**config.mk**
```make
export PLATFORM = sky130hd
export DESIGN_NAME = m_fetch_queue
export DESIGN_NICKNAME = d
export VERILOG_FILES = /design/src/rtl/m_fetch_queue.sv
export SDC_FILE = /design/constraint.sdc
export NUM_CORES = 1
export LEC_CHECK = 0
export CORE_ASPECT_RATIO = 1.75
export CORE_UTILIZATION = 59
export CTS_CLUSTER_SIZE = 16
export DETAILED_ROUTE_END_ITERATION = 8
export GPL_TIMING_DRIVEN = 0
export HOLD_SLACK_MARGIN = 0.15
export PLACE_DENSITY = 0.88
export SLEW_MARGIN = 20
export SYNTH_ARGS = -nofsm -noshare
export SYNTH_HDL_FRONTEND = slang
export SYNTH_SLANG_ARGS = --single-unit
```
**constraint.sdc**
```tcl
create_clock -name clk -period 5.32 [get_ports clk]
set_clock_uncertainty 0.1 [all_clocks]
set_input_delay 0.532 -clock clk [delete_from_list [all_inputs] [get_ports clk]]
set_output_delay 0.532 -clock clk [all_outputs]
set_load 0.01 [all_outputs]
```
**src/rtl/m_fetch_queue.sv**
```systemverilog
// m_fetch_queue: fetch stage with a program counter, a single-outstanding
// valid/ready request port to a variable-latency instruction memory, and a
// DEPTH-entry FIFO of {pc, instr} pairs that decode pops over valid/ready.
// Branch, jump and panic redirect the PC, flush the FIFO and kill any
// in-flight response.
//
// Ports:
//   clk, reset          rising-edge clock, asynchronous active-low reset
//   branch/_target      redirect to zero-extended branch_target
//   jump/_target        redirect to jump_target
//   panic               redirect to PANIC_PC (highest priority)
//   mem_req_*           fetch request (valid/ready, addr)
//   mem_resp_*          response for the single outstanding request
//   if_valid/pc/instr   FIFO head (pc/instr read as zero when empty)
//   id_ready            decode pops the head when if_valid && id_ready
//   queue_count         occupied FIFO entries
module m_fetch_queue #(
  parameter int unsigned        ADDR_W   = 32,
  parameter int unsigned        DATA_W   = 32,
  parameter int unsigned        BR_W     = 13,
  parameter int unsigned        DEPTH    = 4,
  parameter logic [ADDR_W-1:0]  RESET_PC = 32'h0000_1000,
  parameter logic [ADDR_W-1:0]  PANIC_PC = 32'h0000_2000
) (
  input  logic                       clk,
  input  logic                       reset,
  input  logic                       branch,
  input  logic [BR_W-1:0]            branch_target,
  input  logic                       jump,
  input  logic [ADDR_W-1:0]          jump_target,
  input  logic                       panic,
  output logic                       mem_req_valid,
  output logic [ADDR_W-1:0]          mem_req_addr,
  input  logic                       mem_req_ready,
  input  logic                       mem_resp_valid,
  input  logic [DATA_W-1:0]          mem_resp_data,
  output logic                       if_valid,
  output logic [ADDR_W-1:0]          if_pc,
  output logic [DATA_W-1:0]          if_instr,
  input  logic                       id_ready,
  output logic [$clog2(DEPTH):0]     queue_count
);

  localparam int unsigned PTR_W = $clog2(DEPTH);
  localparam int unsigned CNT_W = PTR_W + 1;

  typedef enum logic {
    S_REQ,
    S_WAIT
  } state_t;

  state_t              state, state_nxt;
  logic [ADDR_W-1:0]   fetch_pc, fetch_pc_nxt;
  logic [ADDR_W-1:0]   req_pc, req_pc_nxt;
  logic                kill, kill_nxt;

  logic [ADDR_W-1:0]   q_pc    [DEPTH];
  logic [DATA_W-1:0]   q_instr [DEPTH];
  logic [PTR_W-1:0]    wr_ptr, rd_ptr;
  logic [CNT_W-1:0]    count;

  logic                redirect;
  logic [ADDR_W-1:0]   redirect_pc;
  logic                queue_full;
  logic                req_fire;
  logic                push;
  logic                pop;

  assign redirect    = panic | jump | branch;
  assign redirect_pc = panic ? PANIC_PC :
                       jump  ? jump_target :
                               ADDR_W'(branch_target);

  assign queue_full  = (count == CNT_W'(DEPTH));

  // Gated by reset so no request is presented while reset is held; the first
  // request goes out in the first cycle after release.
  assign mem_req_valid = reset && (state == S_REQ) && !queue_full;
  assign mem_req_addr  = fetch_pc;
  assign req_fire      = mem_req_valid && mem_req_ready;

  assign if_valid    = (count != '0);
  assign if_pc       = if_valid ? q_pc[rd_ptr]    : '0;
  assign if_instr    = if_valid ? q_instr[rd_ptr] : '0;
  assign queue_count = count;

  // A redirect voids any pop in the same cycle.
  assign pop = if_valid && id_ready && !redirect;

  always_comb begin
    state_nxt    = state;
    fetch_pc_nxt = fetch_pc;
    req_pc_nxt   = req_pc;
    kill_nxt     = kill;
    push         = 1'b0;

    unique case (state)
      S_REQ: begin
        if (req_fire) begin
          fetch_pc_nxt = fetch_pc + ADDR_W'(4);
          req_pc_nxt   = fetch_pc;
          state_nxt    = S_WAIT;
        end
      end
      S_WAIT: begin
        if (mem_resp_valid) begin
          push      = !kill && !redirect;
          kill_nxt  = 1'b0;
          state_nxt = S_REQ;
        end
      end
      default: state_nxt = S_REQ;
    endcase

    // A response that lands on the redirect edge is consumed (and dropped) right
    // here, so kill is only armed when the stale response is still to come.
    if (redirect) begin
      fetch_pc_nxt = redirect_pc;
      if (((state == S_WAIT) && !mem_resp_valid) || ((state == S_REQ) && req_fire))
        kill_nxt = 1'b1;
    end
  end

  always_ff @(posedge clk or negedge reset) begin
    if (!reset) begin
      state    <= S_REQ;
      fetch_pc <= RESET_PC;
      req_pc   <= RESET_PC;
      kill     <= 1'b0;
    end else begin
      state    <= state_nxt;
      fetch_pc <= fetch_pc_nxt;
      req_pc   <= req_pc_nxt;
      kill     <= kill_nxt;
    end
  end

  always_ff @(posedge clk or negedge reset) begin
    if (!reset) begin
      wr_ptr <= '0;
      rd_ptr <= '0;
      count  <= '0;
    end else if (redirect) begin
      wr_ptr <= '0;
      rd_ptr <= '0;
      count  <= '0;
    end else begin
      if (push) wr_ptr <= wr_ptr + PTR_W'(1);
      if (pop)  rd_ptr <= rd_ptr + PTR_W'(1);
      unique case ({push, pop})
        2'b10:   count <= count + CNT_W'(1);
        2'b01:   count <= count - CNT_W'(1);
        default: count <= count;
      endcase
    end
  end

  // Storage needs no reset: entries are only visible through count/rd_ptr.
  always_ff @(posedge clk) begin
    if (push) begin
      q_pc[wr_ptr]    <= req_pc;
      q_instr[wr_ptr] <= mem_resp_data;
    end
  end

endmodule
```
### Word level (Yosys, flattened, before mapping)

Memory sizes are Yosys's and may differ from the RTL's.
Cells that the tools add are included.
W data, S select, Z words.

| word-level totals | value |
|---|---|
| register bits | 73 |
| output and inout port bits | 101 |
| memories | 2 |
| word-level logic and storage cells | 65 |
| input bits | 85 |
| RAM bits | 256 |

Memories:

| name | words | width | read ports | clocked after Yosys merged registers in | write ports | RTL line | source |
|---|---|---|---|---|---|---|---|
| q_instr | 4 | 32 | 1 | 0 | 1 | 58 | `logic [DATA_W-1:0] q_instr [DEPTH];` |
| q_pc | 4 | 32 | 1 | 0 | 1 | 57 | `logic [ADDR_W-1:0] q_pc [DEPTH];` |

| operators by class | value |
|---|---|
| add/sub/neg operators | 5 |
| reduce and logical (&&, ||, !) cells | 20 |
| multiplexer cells | 24 |
| equal/unequal tests | 4 |
| bitwise logic cells | 3 |

Operators with widths:

| kind | count |
|---|---|
| $mux W32 | 7 |
| $add A32 B3 Y32 const B | 1 |
| $mux W1 | 10 |
| $logic_and A1 B1 Y1 | 8 |
| $mux W2 | 4 |
| $pmux W3 S2 | 1 |
| $reduce_bool A2 Y1 | 3 |
| $reduce_bool A3 Y1 | 2 |
| $add A2 B1 Y2 const B | 2 |
| $logic_not A1 Y1 | 4 |
| $reduce_and A2 Y1 | 2 |
| $add A3 B1 Y3 const B | 1 |
| $eq A3 B3 Y1 const B | 1 |
| $mux W3 | 1 |
| $sub A3 B1 Y3 const B | 1 |
| $eq A2 B1 Y1 const B | 1 |
| $eq A2 B2 Y1 const B | 1 |
| $ne A2 B1 Y1 const B | 1 |
| $or A1 B1 Y1 | 2 |
| $pmux W1 S2 | 1 |
| $logic_or A1 B1 Y1 | 1 |
| $not A1 Y1 | 1 |

### Logic depth before layout (Yosys ltp)

Gate-level depths: netlist of run 1.

| logic depth | value |
|---|---|
| word-level depth | 9 |
| depth in mapped cells | 9 |
| gate-level depth less buffers | 7 |

### Worst setup path before layout of run 1

Ideal clock, no wire load.

| timing path | value |
|---|---|
| path type | input port to flip-flop |
| start | input panic |
| end | memory q_instr[0][0], enable pin |
| stages | 6 |
| setup time | 0.429 ns |
| path buffers | 3 |
| slack | 1.695 ns |
| arrival | 3.096 ns |
| required time | 4.791 ns |
| cell sequence | clkbuf_1 -> or3_1 -> clkbuf_1 -> clkbuf_1 -> nor2_1 -> and2_1 |

| on the way | value |
|---|---|
| word-level cells in the longest chain between the ends | 8 |

Ends and longest elaborated chain:

| what | RTL line | source |
|---|---|---|
| start, declared | 31 | `input logic panic,` |
| $or A1 B1 Y1 (2 in a row) | 69 | `assign redirect = panic \| jump \| branch;` |
| $logic_not A1 Y1 | 107 | `push = !kill && !redirect;` |
| $logic_and A1 B1 Y1 | 107 |  |
| $mux W1 | 106 | `if (mem_resp_valid) begin` |
| $mux W1 | 97 | `unique case (state)` |
| $mux W1 | 160 | `if (push) begin` |
| $mux W1 (not written as such) | 162 | `q_instr[wr_ptr] <= mem_resp_data;` |
| end, declared | 58 |  |

Every way passes these cells.

### Worst setup path after layout of run 1

| timing path | value |
|---|---|
| start | register rd_ptr[0] |
| end | output if_instr[29] |

| on the way | value |
|---|---|
| word-level cells in the longest chain between the ends | 2 |

Ends and longest elaborated chain:

| what | RTL line | source |
|---|---|---|
| start, declared | 59 | `logic [PTR_W-1:0] wr_ptr, rd_ptr;` |
| start signal, assigned | 149 | `if (pop) rd_ptr <= rd_ptr + PTR_W'(1);` |
| $mem_v2 Z4 W32 | - |  |
| $mux W32 | 84 | `assign if_instr = if_valid ? q_instr[rd_ptr] : '0;` |
| end, declared | 39 | `output logic [DATA_W-1:0] if_instr,` |

Every way passes these cells.

==> results of run 1 <==
-- routing by layer --
| metal | track usage, % | up-vias |
|---|---|---|
| li1 | - | 3650 |
| met1 | 30.4 | 3991 |
| met2 | 50.2 | 299 |
| met3 | 3.37 | 66 |
| met4 | 12.1 | 0 |
| met5 | 0 | - |
-- registers in the layout, summed over array words and instances (netlist names) --
register	flops
queue_count	3
wr_ptr	2
q_pc	128
q_instr	128
rd_ptr	2
req_pc	32
state	1
kill	1
mem_req_addr	32
-- power by group through the flow --
stage | clock, W | combinational, W | sequential [W]
final | 0.00195 | 0.000260 | 0.00291
after global routing | 0.00207 | 0.000283 | 0.00291
after CTS | 0.00198 | 0.000260 | 0.00291
after detailed placement | 0 | 0.000256 | 0.00296
after global placement | 0 | 0.000246 | 0.00295
after floorplan | 0 | 0.0000971 | 0.00294
-- logic make-up (layout without fill, tap and decap cells) --
| group | Yosys count | in the layout | share of synthesized area, % |
|---|---|---|---|
| buffers and inverters | 50 | 289 | 1.44 |
| other | 0 | 1 | 0 |
| adders and majority gates | 6 | 6 | 0.615 |
| xor gates and xnor gates | 16 | 16 | 1.04 |
| DFF | 329 | 329 | 70.9 |
| AOI/OAI and AO/OA | 82 | 82 | 3.94 |
| muxes | 71 | 71 | 11.3 |
| and+or+nand+nor | 293 | 293 | 10.8 |
-- worst max-delay path, stage by stage, from the launching register on --
cell             delay (ns)
dfrtp_1                0.36
buf_1                  0.52
buf_2                  0.46
mux4_2                 0.56
and2_1                 0.20
clkdlybuf4s50_1        0.48
-- stage by stage --
step                      hold WS [ns]  worst slack, ns  power [W]  area [sq um]
after floorplan                  0.136             1.70    0.00304         13400
after global placement           0.363           -0.966    0.00320         15600
after detailed placement         0.384             1.79    0.00322         15800
after CTS                        0.382             1.48    0.00514         16600
after global routing             0.429             1.34    0.00526         16600
final                            0.398             1.56    0.00512         16600
-- placed cells by master (no fill, tap or decap), types with 5 or more instances in the layout --
master | netlist | layout
clkbuf_16 | 0 | 28
ha_1 | 5 | 5
nand4_1 | 8 | 8
buf_1 | 8 | 8
o22ai_1 | 5 | 5
nor2_1 | 33 | 33
mux4_2 | 64 | 64
clkbuf_1 | 30 | 43
o21ai_0 | 21 | 21
inv_1 | 7 | 7
mux2i_1 | 7 | 7
nor4_1 | 6 | 6
buf_2 | 5 | 5
xor2_1 | 8 | 8
xnor2_1 | 8 | 8
o21ai_1 | 5 | 5
clkdlybuf4s50_1 | 0 | 183
nand3_1 | 9 | 9
a21oi_1 | 19 | 19
nor3_1 | 10 | 10
and3_1 | 6 | 6
nand2_1 | 126 | 126
edfxtp_1 | 256 | 256
and2_1 | 71 | 67
dfrtp_1 | 71 | 71
-- area by class of cell --
type / instances / area (sq um)
Sequential cell: 329 / 9520
Fill cell: 1356 / 5600
Multi-Input combinational cell: 468 / 3730
Timing Repair Buffer: 190 / 1980
Clock buffer: 42 / 763
Tap cell: 296 / 370
Buffer: 43 / 168
Clock inverter: 7 / 97.6
Inverter: 7 / 26.3
Antenna cell: 1 / 2.50
-- how the worst max path moves through the flow --
stage                                  end       from  cells past startpoint  slack (ns)
after detailed placement       q_pc[3][19]       jump                      7        1.79
after floorplan              q_instr[0][0]      panic                      6        1.70
after CTS                        if_pc[25]  rd_ptr[0]                      5        1.48
after global routing             if_pc[25]  rd_ptr[0]                      5        1.34
after global placement    mem_req_addr[19]      reset                      6       -0.97
final                         if_instr[29]  rd_ptr[0]                      5        1.56
==> results_dict.tcl, run 1 <==
set metrics [dict create \
    start_util_pct 60.3 \
    path_max_fanout 10 \
    synth_area_sq_um 13400 \
    setup_viol 0 \
    yosysTopAreaCell "edfxtp_1" \
    p_leak_nw 5.78 \
    drtAntennaViolNets 0 \
    worst-slew-pin-transition_ns 1.17 \
    period_share_pct 70.6 \
    cellInternalPower_w 0.00406 \
    core_sq_um 22300 \
    p_per_area_nw_per_um2 307 \
    dr_wl_met2_mm 16.8 \
    yosysUniqueCellTypes 58 \
    wl_mm 30.2 \
    r2r_start "mem_req_addr[7]" \
    drc 0 \
    required_ns 4.69 \
    ys.flop_type "edfxtp_1" \
    drt-initial-drc-count 531 \
    yosysSeqAreaShare_pct 70.9 \
    holdPathEnd "req_pc[12]" \
    die_area_sq_um 23400 \
    max_slew_margin_pct 21.2 \
    num_io_pins 186 \
    combPwrFrac_pct 5.1 \
    portBuffers 184 \
    rsz0062_at_grt "false" \
    viasPerCell 5.79 \
    clk_path_buf_depth 3 \
    cts_resized 0 \
    grt_overflow_total 0 \
    grt_pass1_vias 8575 \
    dr_wl_met3_mm 1.51 \
    worstPathArrival_ns 3.12 \
    cp-end-kind "output port" \
    wl_per_cell_um 21.8 \
    whs_path_depth 2 \
    seqPwrFrac_pct 56.8 \
    syn_to_final_growth_pct 24.0 \
    hold_viol 0 \
    antenna_found_initial 1 \
    grt.total_usage_pct 27.1 \
    pwr-share-clk_pct 38.1 \
    power.switching_w 0.00106 \
    clkSinkCount 329 \
    cts_hold_buf 1 \
    syn_nets 938 \
    path_clk_slew_ns 0.07 \
    yosysMostFrequentCell "edfxtp_1" \
    hp-start "req_pc[12]" \
    drv_cap 0 \
    m1WireLength_mm 10.7 \
    rows 72 \
    status "finished clean" \
    hp-class "flop to flop" \
    die_y_um 202 \
    maxUsedRoutingLayer "met4" \
    max_freq_ghz 0.266 \
    syn_avg_cell_area_sq_um 15.9 \
    switching_share_pct 20.7 \
    numCtsBuffers 27 \
    synth_top_area_share_pct 57.3 \
    synth-seq-cells 329 \
    place.gp.congestion 0.919 \
    fin_cells 1383 \
    slew_violations 0 \
    fin_setup_tns_ns 0 \
    critPathKind "flop to output port" \
    synthCells 847 \
    cts_tree "built" \
    r2r_cells 5 \
    max-vdd-ir-drop_v 0.000235 \
    synth_area_leaders "edfxtp_1 57%, dfrtp_1 13%, mux4_2 11%" \
    grt_first_pass_wirelength_mm 46.8 \
    dieWidth_um 116 \
    start_kind "flop" \
    first_pass_iters 5 \
    post-route-util_pct 74.8 \
    final.min_clock_period_ns 3.76 \
    synth_async_sr_flop_share_pct 22.2 \
    drive_above_1_share_pct 11.6 \
    yosys_warnings 0 \
    reg2reg_slack_ns 2.46 \
    synth-edff-count 256 \
    clock_latency_ns 0.54 \
    num_vias 8006 \
    post_cts_buffers 0 \
    post-dp-hpwl_mm 20.7 \
    cts_root_buf "clkbuf_16" \
    ys_top_cells_by_count "256 x edfxtp_1, 126 x nand2_1, 71 x and2_1, 71 x dfrtp_1, 64 x mux4_2" \
    worstReg2RegEnd "mem_req_addr[19]" \
    num-nets-final 1157 \
    dp_cells 1332 \
    grt_max_degree 42 \
    cts.htree.levels 1 \
]
No activity file was read; power rests on OpenSTA's default activity.
==> run 2: changes to the inputs <==
- CORE_UTILIZATION: 59 -> 49
- PLACE_DENSITY: 0.88 -> 0.79
- clock period: 5.32 -> 3.1 ns (I/O delays scaled with it)
==> run 2 against run 1 <==
Net effect: worst hold slack got worse by 0.23 ns; register-to-register slack worse by 2.1 ns; worst setup slack lost 1.5 ns; critical endpoint is now if_pc[14]; utilization decreased by 12 points; first-iteration DRC count fell by 23%; largest power group unchanged; sequential cell count unchanged; clock-buffer cell count down 3; highest routed layer unchanged; critical path depth unchanged; final cell count is 5.1% higher; global-route usage down 4.9 points.
==> results_dict.tcl, run 2 (synthesis gave the netlist of run 1 again) <==
set metrics [dict create \
    status "finished clean" \
    num_vias 8040 \
    cts_root_buf "clkbuf_16" \
    rows 79 \
    cts_tree "built" \
    cts.htree.levels 1 \
    dieWidth_um 127 \
    grt_pass1_vias 8407 \
    numCtsBuffers 28 \
    grt_max_degree 49 \
    setup_viol 0 \
    drt-initial-drc-count 411 \
    required_ns 2.69 \
    syn_to_final_growth_pct 25.5 \
    path_max_fanout 10 \
    cp-end-kind "output port" \
    max_slew_margin_pct 20.3 \
    clkSinkCount 329 \
    hp-class "input port to asynchronous set/reset pin" \
    drtAntennaViolNets 0 \
    post_cts_buffers 0 \
    max-vdd-ir-drop_v 0.000357 \
    hold_viol 0 \
    drv_cap 0 \
    period_share_pct 96.7 \
    fin_ws_ns 0.101 \
    clk_path_buf_depth 3 \
    place.gp.congestion 0.913 \
    core_sq_um 26800 \
    wl_mm 29.9 \
    post-route-util_pct 62.9 \
    clock_latency_ns 0.55 \
    grt.total_usage_pct 22.2 \
    start_kind "flop" \
    holdWs_ns 0.168 \
    first_pass_iters 4 \
    final.min_clock_period_ns 3.00 \
    slew_violations 0 \
    grt_first_pass_wirelength_mm 47.1 \
    num-nets-final 1158 \
    grt_overflow_total 0 \
    final_common_cell "edfxtp_1" \
    die_y_um 221 \
    worst-slew-pin-transition_ns 1.19 \
    p_per_area_nw_per_um2 526 \
    p_leak_nw 5.87 \
    worstPathArrival_ns 2.59 \
    n_antenna_cell 0 \
    die_area_sq_um 28100 \
    path_clk_slew_ns 0.07 \
    max_freq_ghz 0.333 \
    fin_cells 1453 \
    antenna_found_initial 0 \
    wl_per_cell_um 20.6 \
    critPathKind "flop to output port" \
    rsz0062_at_grt "true" \
    mostFrequentLayoutCells "256 x edfxtp_1, 183 x clkdlybuf4s50_1, 126 x nand2_1" \
    drive_above_1_share_pct 14.0 \
    dp_cells 1400 \
    viasPerCell 5.53 \
    drc 0 \
    start_util_pct 50.1 \
    largest_registers "q_instr (128), q_pc (128)" \
    portBuffers 184 \
    post-dp-hpwl_mm 20.4 \
    num_io_pins 186 \
    dpl_worst_slack_ns -0.160 \
]
==> run 2: changes by cell type in the layout (fill, tap and decap cells not counted), moves of 2 or more <==
| cell | before | now |
|---|---|---|
| clkbuf_1 | 43 | 25 |
| clkbuf_2 | 0 | 7 |
| buf_1 | 8 | 3 |
| clkbuf_8 | 1 | 6 |
| clkinv_2 | 1 | 6 |
| buf_4 | 1 | 4 |
| buf_6 | 0 | 2 |
| bufinv_16 | 2 | 0 |
==> run 2: metal layers <==
metal / vias to the layer above / GRT usage (%) / routed length, um
li1: 3653 / - / -
met1: 4004 / 25.9 / 11100
met2: 307 / 40.1 / 16100
met3: 76 / 2.44 / 1380
met4: 0 / 11.1 / 1320
met5: - / 0 / 0
==> run 2: final timing paths <==
kind / startpoint / end / slack, ns / cells after the start
setup / recovery: rd_ptr[1] / if_pc[14] / 0.10 / 5
max in group asynchronous: reset / req_pc[12] / 2.40 / 3
hold reg to reg: req_pc[12] / req_pc[12] / 0.40 / 2
setup reg to reg: mem_req_addr[2] / mem_req_addr[16] / 0.33 / 6
hold / removal: reset / mem_req_addr[23] / 0.17 / 3
min in group clk: panic / mem_req_addr[13] / 0.20 / 3
==> run 2: layout make-up <==
type                    count  area [sq um]
fillers                  1930          9940
flip-flops and latches    329          9520
multi-input cells         468          3730
repair buffers            191          2010
clock buffers              39           823
well taps                 364           455
plain buffers              42           203
clock inverters            13          82.6
inverters                   7          26.3
==> run 2: critical path: stages (launching register included) <==
cell and delay [ns]:
dfrtp_1 0.34, clkbuf_2 0.28, buf_2 0.35, mux4_2 0.41
and2_1 0.19, clkdlybuf4s50_1 0.47
==> run 2: timing repair <==
action,CTS,global route
hold buffers,2,0
hold endpoints to repair,71,0
resized for setup,27,2
setup endpoints to repair,64,31
==> run 2: per-stage QoR <==
| step | power, W | cell area, sq um | TNS [ns] |
|---|---|---|---|
| 2_1_floorplan | 0.00522 | 13400 | 0 |
| 3_3_place_gp | 0.00550 | 15700 | -449.02 |
| 3_5_place_dp | 0.00552 | 15900 | -22.61 |
| 4_1_cts | 0.00893 | 16800 | 0 |
| 5_1_grt | 0.00913 | 16800 | -0.0242 |
| 6_report | 0.00886 | 16800 | 0 |
==> run 2: where the power goes <==
group          switching [W]  internal [W]  leakage (nW)
clock network        0.00156       0.00187         0.444
logic               0.000218      0.000228          2.13
registers           0.000111       0.00488          3.29
total                0.00189       0.00697          5.87
